[src/rtl/mem_stage_wb.sv]
// Memory-access stage and MEM/WB pipeline register: req/ack data-memory handshake with upstream stall.
// Optional abort of long accesses when MEM_TIMEOUT_EN is defined.
module mem_stage_wb #(
    parameter int unsigned ADDR_W         = 64,
    parameter int unsigned TIMEOUT_CYCLES = 16
) (
    input  logic              clk,
    input  logic              rst,
    input  logic              in_valid,
    input  logic [63:0]       ALUresult,
    input  logic [63:0]       WriteData,
    input  logic [4:0]        Rd,
    input  logic              WB,
    input  logic [1:0]        M,
    output logic              dmem_req,
    output logic              dmem_we,
    output logic [ADDR_W-1:0] dmem_addr,
    output logic [63:0]       dmem_wdata,
    input  logic [63:0]       dmem_rdata,
    input  logic              dmem_ack,
    output logic              stall,
    output logic              wb_valid,
    output logic              wb_regwrite,
    output logic [4:0]        wb_rd,
    output logic [63:0]       wb_result,
    output logic              mem_fault
);

    typedef enum logic {
        IDLE,
        WAIT
    } state_t;

    state_t state;
    logic   mem_op;
    logic   misaligned;
    logic   issue;
    logic   abort;
    logic   done;
    logic   is_load;

`ifdef MEM_TIMEOUT_EN
    localparam int unsigned CNT_W = $clog2(TIMEOUT_CYCLES) + 1;
    logic [CNT_W-1:0] wait_cnt;
`endif

    always_comb begin
        mem_op     = in_valid & (M[1] | M[0]);
        misaligned = mem_op & (ALUresult[2:0] != 3'b000);
        issue      = mem_op & ~misaligned & ~rst;
        abort      = 1'b0;
`ifdef MEM_TIMEOUT_EN
        abort      = issue & (state == WAIT) & ~dmem_ack
                     & (wait_cnt == CNT_W'(TIMEOUT_CYCLES - 1));
`endif
        // Inputs are frozen by the stall, so WAIT re-derives the request from them.
        dmem_req   = issue & ~abort;
        dmem_we    = M[1];
        dmem_addr  = ALUresult[ADDR_W-1:0];
        dmem_wdata = WriteData;
        done       = dmem_req & dmem_ack;
        stall      = dmem_req & ~dmem_ack;
        is_load    = ~M[1];
    end

    always_ff @(posedge clk) begin
        if (rst) begin
            state       <= IDLE;
            wb_valid    <= 1'b0;
            wb_regwrite <= 1'b0;
            wb_rd       <= '0;
            wb_result   <= '0;
            mem_fault   <= 1'b0;
        end else begin
            state <= stall ? WAIT : IDLE;
            if (stall) begin
                wb_valid    <= 1'b0;
                wb_regwrite <= 1'b0;
                mem_fault   <= 1'b0;
            end else if (misaligned || abort) begin
                wb_valid    <= 1'b1;
                wb_regwrite <= 1'b0;
                wb_rd       <= Rd;
                wb_result   <= ALUresult;
                mem_fault   <= 1'b1;
            end else if (done) begin
                wb_valid    <= 1'b1;
                wb_regwrite <= WB & is_load;
                wb_rd       <= Rd;
                wb_result   <= is_load ? dmem_rdata : ALUresult;
                mem_fault   <= M[1] & M[0];
            end else begin
                wb_valid    <= in_valid;
                wb_regwrite <= WB & in_valid;
                wb_rd       <= Rd;
                wb_result   <= ALUresult;
                mem_fault   <= 1'b0;
            end
        end
    end

`ifdef MEM_TIMEOUT_EN
    // Counts cycles since the request was issued; the IDLE issue cycle is the first.
    always_ff @(posedge clk) begin
        if (rst || state == IDLE) begin
            wait_cnt <= CNT_W'(1);
        end else begin
            wait_cnt <= wait_cnt + CNT_W'(1);
        end
    end
`endif

endmodule

[config.mk]
export PLATFORM = sky130hd
export DESIGN_NAME = mem_stage_wb
export DESIGN_NICKNAME = d
export VERILOG_FILES = /design/src/rtl/mem_stage_wb.sv
export SDC_FILE = /design/constraint.sdc
export NUM_CORES = 1
export LEC_CHECK = 0
export ABC_AREA = 1
export BUFFER_PORTS_ARGS = -buffer_cell sky130_fd_sc_hd__buf_4
export CAP_MARGIN = 40
export CORE_AREA = 2 2 159 161
export DETAILED_ROUTE_END_ITERATION = 16
export DIE_AREA = 0 0 161 163
export PLACE_DENSITY_LB_ADDON = 0.1
export SLEW_MARGIN = 20
export SYNTH_ARGS = -nofsm -noshare
export SYNTH_HDL_FRONTEND = slang
export SYNTH_SLANG_ARGS = --single-unit
export TNS_END_PERCENT = 5
[constraint.sdc]
create_clock -name clk -period 1.29 [get_ports clk]
set_input_delay 0.129 -clock clk [delete_from_list [all_inputs] [get_ports clk]]
set_output_delay 0.129 -clock clk [all_outputs]
set_load 0.005 [all_outputs]
* Word-level counts from Yosys, hierarchy flattened
Index checks and enable logic that the tools add are counted.
** Word-level totals
- Register bits after elaboration :: 72
- Input port bits :: 204
- Output and inout port bits :: 203
** Cells by class
- Multiplexer cells :: 8
- Bitwise operators :: 14
- Reductions and logical operators :: 3
** Operator list (count)
- 2-to-1 mux 64 bit :: 3
- bitwise AND 1 bit :: 9
- 2-to-1 mux 1 bit :: 5
- inverter 1 bit :: 4
- nonzero test 3 bit :: 1
- OR reduction 3 bit :: 1
- OR reduction 2 bit :: 1
- bitwise OR 1 bit :: 1

* Logic depth before layout (Yosys ltp)
Gate-level depths: netlist of run 1.
- Depth after elaboration :: 9
- Depth in mapped cells :: 12
- Depth with buffers taken out :: 10

* Least setup slack after synthesis of run 1
No wires, ideal clock.
- Kind :: input to register
- From :: in M[1]
- To :: reg wb_result[4]
- Arrival :: 1161 ps
- Slack :: -3 ps
- Cell stages on the path :: 10
- Path buffers :: 3
- Path through :: buf_4 > inv_4 > nand2_2 > nand3_1 > nor2_2 > buf_4 > clkbuf_1 > o21ai_0 > nand2_1 > a21oi_1
** On the way
- Cells in the longest elaborated chain, start to end :: 9
- Elaborated cells between the ends (all ways) :: 11
- Those cells by class :: mux (3); bitwise (8)
** Ends and longest elaborated chain
- start, declared :: line 14 : input logic [1:0] M,
- bitwise OR 1 bit :: line 48 : mem_op = in_valid & (M[1] | M[0]);
- bitwise AND 1 bit :: line 48
- bitwise AND 1 bit :: line 49 : misaligned = mem_op & (ALUresult[2:0] != 3'b000);
- inverter 1 bit :: line 50 : issue = mem_op & ~misaligned & ~rst;
- bitwise AND 1 bit (2 in series) :: line 50
- bitwise AND 1 bit :: line 61 : done = dmem_req & dmem_ack;
- 2-to-1 mux 64 bit :: line 86 : end else if (done) begin
- 2-to-1 mux 64 bit :: line 80 : end else if (misaligned || abort) begin
- end signal, assigned :: line 84 : wb_result <= ALUresult;
- end signal, assigned :: line 90 : wb_result <= is_load ? dmem_rdata : ALUresult;
- end signal, assigned :: line 96 : wb_result <= ALUresult;
- end, declared :: line 25 : output logic [63:0] wb_result,
Several ways; a longest one is shown, not always the timed one.
A chain may end at the register's enable or synchronous reset.

* Worst setup path after layout of run 1
- From :: in ALUresult[1]
- To :: out stall
** On the way
- Cells in the longest elaborated chain, start to end :: 6
** Ends and longest elaborated chain
- start, declared :: line 10 : input logic [63:0] ALUresult,
- nonzero test 3 bit :: line 49
- bitwise AND 1 bit :: line 49
- inverter 1 bit :: line 50
- bitwise AND 1 bit (2 in series) :: line 50
- bitwise AND 1 bit :: line 62 : stall = dmem_req & ~dmem_ack;
- end, declared :: line 21 : output logic stall,
No other way between the ends.

==> impl_metrics.csv, run 1 <==
group,metric,value,unit
status,run_status,"complete, no violations",
worst_hold_path,worstHoldPathType,"primary input to flop",
clock_network,cts_num_sinks,72,
placement,dp_slack,-0.162,ns
critical_path,worst_setup_path_endpoint,"stall",
timing,setup_viol_count_final,0,
timing,relative_max_transition_margin,0.745,
yosys,ys.warnings.count,0,
clock_network,clk_root_buffer_cell,"sky130_fd_sc_hd__clkbuf_16",
critical_path,worst-r2r-cell-count,4,
power,total_leakage_power,3.56,nW
placement,port_buffers,278,
clock_network,clk_transition_reported_paths,0.06,ns
critical_path,crit_buf_inv,5,
detailed_routing,detailroute.via_count,4758,
yosys,synthMuxAreaShare,0,
worst_hold_path,hold_start,"Rd[0]",
yosys,post-synth-top-area-fraction,0.309,
critical_path,cpPeakStageDelay,0.14,ns
yosys,syn_avg_cell_area,6.36,sq um
timing,max_freq,880,MHz
floorplanning,ios,407,
critical_path,worst_r2r_startpoint,"wb_result[0]",
critical_path,cp_cell_sequence,"buf_4 -> inv_1 -> nand3_2 -> nor2_4 -> nand2_2 -> inv_4 -> buf_12 -> buf_4",
yosys,synth-compound-area-share,0.138,
floorplanning,die_area,26200,sq um
timing,layout_min_cycle_time,1.14,ns
layout,mostFrequentLayoutCells,"sky130_fd_sc_hd__buf_4, sky130_fd_sc_hd__nand2_1, sky130_fd_sc_hd__nor2_1",
yosys,main_combinational_cell_family_by_area_after_synthesis,"buffers and inverters",
detailed_routing,dr.pass1.iters,4,
layout,area_delta_synth_final,43.9,%
clock_network,tritoncts,"built",
power,power.density_cell_area,975,nW/um^2
global_route,grt_pass1_wl,27200,microns
critical_path,worstPathArrival,1.01,ns
critical_path,critPathLaunchType,"primary input",
detailed_routing,final_antenna_net_count,0,
detailed_routing,post_drt_via_cell_ratio,3.91,
placement,place_congestion,0.700,
floorplanning,core-area,24700,sq um
clock_network,cts-buffers-inserted,9,
layout,nFillCells,2814,
timing,fin_crit_sh,0.881,
timing,rsz_0062_raised_after_global_routing,"false",
critical_path,timing_worst_setup_path_type,"primary input to primary output",
floorplanning,std_cell_rows,58,
critical_path,setup.worst_path.end_class,"primary output",
detailed_routing,postRouteWirelength,18100,microns
yosys,postSynthCellCount,733,
yosys,synth_adder_area_share,0,
global_route,gr-total-overflow,0,
critical_path,cell_seen_most_often_among_critical_path_stages,"sky130_fd_sc_hd__buf_4",
critical_path,cpMaxStageDelayCell,"sky130_fd_sc_hd__nor2_4",
timing,final-hold-violation-count,0,
placement,dpl.cell_count,1194,
layout,final-seq-area,1440,sq um
clock_network,ctsHtreeMaxLevel,3,
floorplanning,die_w,161,microns
detailed_routing,dr.first_iter.drc_count,164,
layout,layout_commonest_cell,"sky130_fd_sc_hd__buf_4",
timing,final_max_slew_viol_count,0,
layout,diodes,0,
critical_path,r2r-end,"wb_result[0]",
yosys,ys_ff_latch,72,
timing,clock-skew-final,0,ns
yosys,post_synthesis_share_of_cell_area_spent_on_xor_and_xnor_gates,0,
critical_path,critPathMaxFanout,5,
power,vdd.ir_drop.worst,0.364,mV
floorplanning,initial_core_util,0.189,
yosys,mappedNetlistNets,937,
global_route,maximum_number_of_pins_on_one_net_before_global_route_repair,65,
critical_path,worst_path_dominant_cell_family,"buffers and inverters",
critical_path,critPathLaunch,"ALUresult[1]",
yosys,netlist.top_cell.by_area,"sky130_fd_sc_hd__dfxtp_1",
global_route,grt_pass1_vias,4769,
timing,hold-worst-slack,0.0328,ns
layout,nets,1086,
floorplanning,chipHeight,163,microns
detailed_routing,post_drt_wl_per_cell,14.8,microns
yosys,syn_area,4660,sq um
critical_path,ff2ff_setup_slack,0.65,ns
run,cap_violations,0,
placement,dpl.hpwl,12600,microns
timing,timing_worst_slew_pin_value,0.382,ns
critical_path,logic_depth_of_the_worst_setup_path_including_buffers,8,
clock_network,clockBufferDepth,2,
layout,proportion_of_layout_cells_with_a_drive_suffix_above_1,0.369,
yosys,ys_seq_area_frac,0.309,
clock_network,worst_skew_pair.late_latency,0.33,ns
global_route,gr-usage-all-layers,0.135,
global_route,initial_antenna_violation_count,0,
yosys,synth_cell_types,20,
timing,post-route-worst-setup-slack,0.153,ns
layout,final_cell_count_no_fill,1217,
critical_path,timing.critical_path.required,1.16,ns
yosys,synth_top_cells_by_area,"sky130_fd_sc_hd__dfxtp_1, sky130_fd_sc_hd__buf_4, sky130_fd_sc_hd__nand2_1",
yosys,yosys.area_share.simple,0.239,
layout,multi_input_area,1770,sq um
detailed_routing,remaining_drc_errors,0,
-- routing by layer --
metal | part of all wire | track usage | up-vias | routed length [microns]
met5 | 0 | 0 | - | 0
met3 | 0.071 | 0.0362 | 23 | 1280
met2 | 0.48 | 0.228 | 176 | 8720
met1 | 0.43 | 0.163 | 2147 | 7700
li1 | - | - | 2412 | -
met4 | 0.019 | 0.0519 | 0 | 350
-- power by group --
| part | switching, mW | leakage, nW | total, mW | internal, mW |
|---|---|---|---|---|
| Sequential | 0.0643 | 0.600 | 2.42 | 2.35 |
| Clock | 1.07 | 0.159 | 2.88 | 1.81 |
| Combinational | 0.538 | 2.80 | 1.26 | 0.718 |
-- Yosys cell counts, drive strengths merged --
cell and n:
nor2 80, nand2 197, dfxtp 72, a21oi 61, nor3 1, inv 74, nand4 1, o21ai 68
clkbuf 20, buf 150, nand3 9
-- kinds of logic after synthesis --
group                  Yosys count
AND/OR/NAND/NOR                288
buffers and inverters          244
AO/OA/AOI/OAI                  129
flip-flops                      72
-- through the flow --
step	power [mW]	util	TNS [ns]	area, sq um
global placement	3.74	0.254	-8.08	6270
detailed placement	3.74	0.254	-8.50	6270
finish	6.55	0.272	0	6710
global route	6.93	0.272	0	6710
CTS	6.73	0.271	0	6690
floorplan	3.14	-	0	4670
-- what timing repair did --
item	CTS	global route
setup buffers	0	1
hold endpoints to repair	4	0
hold buffers	4	0
resized for setup	2	0
setup endpoints to repair	1	1
cloned	1	0
-- area by class of cell --
type,instances,share of cell area
clock buffer,12,0.0382
clock inverter,4,0.0114
sequential,72,0.215
timing repair buffer,308,0.368
inverter,74,0.0421
tap,330,0.0615
multi-input combinational,417,0.264
-- worst min-delay path by stage --
| stage | endpoint | slack (ns) | depth (start not counted) |
|---|---|---|---|
| after global placement | dmem_wdata[12] | 0.26 | 0 |
| after floorplan | wb_rd[0] | 0.26 | 2 |
| final | wb_rd[0] | 0.03 | 3 |
| after global routing | wb_rd[0] | 0.05 | 3 |
| after CTS | wb_rd[0] | 0.02 | 3 |
| after detailed placement | dmem_wdata[12] | 0.26 | 0 |
-- worst reg2reg max path, delay by kind of cell (launching register included) --
kind | cells | cell delay [ns]
AND/OR/NAND/NOR | 3 | 0.21
flip-flops | 1 | 0.31
buffers and inverters | 1 | 0.03
-- sequential cells by signal, indices dropped and copies added, names as in the netlist --
register,flops
mem_fault,1
wb_valid,1
wb_result,64
wb_regwrite,1
wb_rd,5
Power figures use the tool's default switching activity.
==> run 2: changes to the inputs <==
BUFFER_PORTS_ARGS = -buffer_cell sky130_fd_sc_hd__buf_2   (was -buffer_cell sky130_fd_sc_hd__buf_4)
==> run 2 against run 1 <==
Clock power is 2% higher; cell area is 9.8% lower; clock skew stayed put; final cell count is 0.25% higher; sequential cell count stayed put; non-clock buffer count is 4 higher; critical path type unchanged.
==> impl_metrics.csv, run 2 (synthesis results as in run 1) <==
group,metric,value,unit
timing,fin_crit_sh,0.909,
detailed_routing,post_drt_via_cell_ratio,3.83,
timing,max_freq,853,MHz
layout,layout_commonest_cell,"sky130_fd_sc_hd__buf_2",
timing,layout_min_cycle_time,1.17,ns
critical_path,timing.critical_path.required,1.16,ns
detailed_routing,post_drt_wl_per_cell,14.3,microns
critical_path,setup.worst_path.end_class,"primary output",
floorplanning,std_cell_rows,58,
clock_network,clockBufferDepth,2,
power,total_leakage_power,3.38,nW
timing,final-hold-violation-count,0,
global_route,gr-total-overflow,0,
detailed_routing,postRouteWirelength,17500,microns
clock_network,clk_transition_reported_paths,0.06,ns
timing,setup_viol_count_final,0,
layout,largest-register,"wb_result",
layout,mostFrequentLayoutCells,"sky130_fd_sc_hd__buf_2, sky130_fd_sc_hd__nand2_1, sky130_fd_sc_hd__nor2_1",
status,run_status,"complete, no violations",
detailed_routing,final_antenna_net_count,0,
clock_network,worst_skew_pair.late_latency,0.34,ns
layout,nFillCells,2896,
floorplanning,die_area,26200,sq um
timing,clock-skew-final,0,ns
placement,place_congestion,0.745,
detailed_routing,remaining_drc_errors,0,
critical_path,r2r-end,"wb_result[1]",
placement,port_buffers,278,
layout,final-seq-area,1440,sq um
critical_path,timing_worst_setup_path_type,"primary input to primary output",
timing,timing_worst_slew_pin_value,0.345,ns
global_route,gr-usage-all-layers,0.132,
critical_path,critPathLaunchType,"primary input",
critical_path,ff2ff_setup_slack,0.63,ns
detailed_routing,dr.first_iter.drc_count,281,
global_route,grt_pass1_wl,26700,microns
layout,nets,1090,
layout,diodes,0,
critical_path,critPathLaunch,"M[1]",
timing,final_max_slew_viol_count,0,
clock_network,ctsHtreeMaxLevel,3,
run,cap_violations,0,
global_route,maximum_number_of_pins_on_one_net_before_global_route_repair,44,
power,power.density_cell_area,1050,nW/um^2
timing,rsz_0062_raised_after_global_routing,"false",
critical_path,critPathMaxFanout,11,
floorplanning,die_w,161,microns
worst_hold_path,worstHoldPathType,"primary input to flop",
clock_network,cts_num_sinks,72,
global_route,grt_pass1_vias,4625,
timing,relative_max_transition_margin,0.770,
detailed_routing,detailroute.via_count,4678,
critical_path,worst-r2r-cell-count,4,
floorplanning,ios,407,
layout,area_delta_synth_final,29.9,%
placement,dpl.hpwl,12700,microns
power,fin_total_pwr,6.37,mW
detailed_routing,dr.pass1.iters,4,
clock_network,clk_root_buffer_cell,"sky130_fd_sc_hd__clkbuf_16",
power,vdd.ir_drop.worst,0.511,mV
global_route,initial_antenna_violation_count,2,
layout,post-route-util,0.246,
layout,multi_input_area,1770,sq um
layout,proportion_of_layout_cells_with_a_drive_suffix_above_1,0.371,
layout,largest_register_ffs,64,
clock_network,cts-buffers-inserted,9,
floorplanning,initial_core_util,0.189,
layout,regs_by_ff_count,"wb_result (64), wb_rd (5)",
clock_network,tritoncts,"built",
critical_path,worst_setup_path_endpoint,"stall",
floorplanning,core-area,24700,sq um
critical_path,worst_r2r_startpoint,"wb_result[1]",
floorplanning,chipHeight,163,microns
critical_path,worstPathArrival,1.04,ns
==> run 2: where the power goes <==
group	total [mW]	leakage (nW)	switching (mW)	internal, mW
clock	2.93	0.159	1.04	1.88
combinational	1.03	2.62	0.532	0.494
sequential	2.41	0.600	0.0584	2.35
==> run 2: area by class of cell <==
class                      instances  share of cell area
clock inverter                     5              0.0176
inverter                          74              0.0467
multi-input combinational        417               0.292
tap                              330              0.0682
timing repair buffer             312               0.299
sequential                        72               0.238
clock buffer                      10              0.0378
==> run 2: timing repair <==
item,4_1_cts,5_1_grt
setup endpoints to repair,1,2
hold buffers,4,0
setup buffers,1,2
pin swaps,1,0
gates resized for setup,1,1
hold endpoints to repair,4,0
==> run 2: stage by stage <==
step	setup TNS (ns)	cells	setup slack, ns	instance area (sq um)	hold slack, ns
2_1_floorplan	0	733	0.000586	4670	0.264
3_3_place_gp	-8.94	1197	-0.188	5630	0.258
3_5_place_dp	-7.51	1198	-0.146	5650	0.258
4_1_cts	0	1218	0.0406	6040	0.0182
5_1_grt	0	1220	0.0112	6060	0.0239
6_report	0	1220	0.117	6060	0.0343
==> run 2: worst max-delay path: stages <==
cell	delay (ns)
sky130_fd_sc_hd__buf_2	0.14
sky130_fd_sc_hd__inv_4	0.05
sky130_fd_sc_hd__nand2_2	0.05
sky130_fd_sc_hd__nand3_1	0.10
sky130_fd_sc_hd__nor2_4	0.14
sky130_fd_sc_hd__nand2_2	0.08
sky130_fd_sc_hd__inv_4	0.10
sky130_fd_sc_hd__buf_12	0.13
sky130_fd_sc_hd__buf_2	0.11
==> run 2: how the worst min path moves through the flow <==
stage	startpoint	to	slack (ns)	cells after the start
after floorplan	Rd[0]	wb_rd[0]	0.26	2
after global placement	WriteData[12]	dmem_wdata[12]	0.26	0
after detailed placement	WriteData[12]	dmem_wdata[12]	0.26	0
after CTS	WB	wb_regwrite	0.02	3
after global routing	WB	wb_regwrite	0.02	3
final	WB	wb_regwrite	0.03	3
==> run 2: layer usage <==
layer / vias to the layer above / GRT usage / wire length, microns
met3: 27 / 0.0410 / 1260
met2: 182 / 0.218 / 8090
met4: 2 / 0.0455 / 344
met1: 2054 / 0.163 / 7750
li1: 2413 / - / -
met5: - / 0 / 12
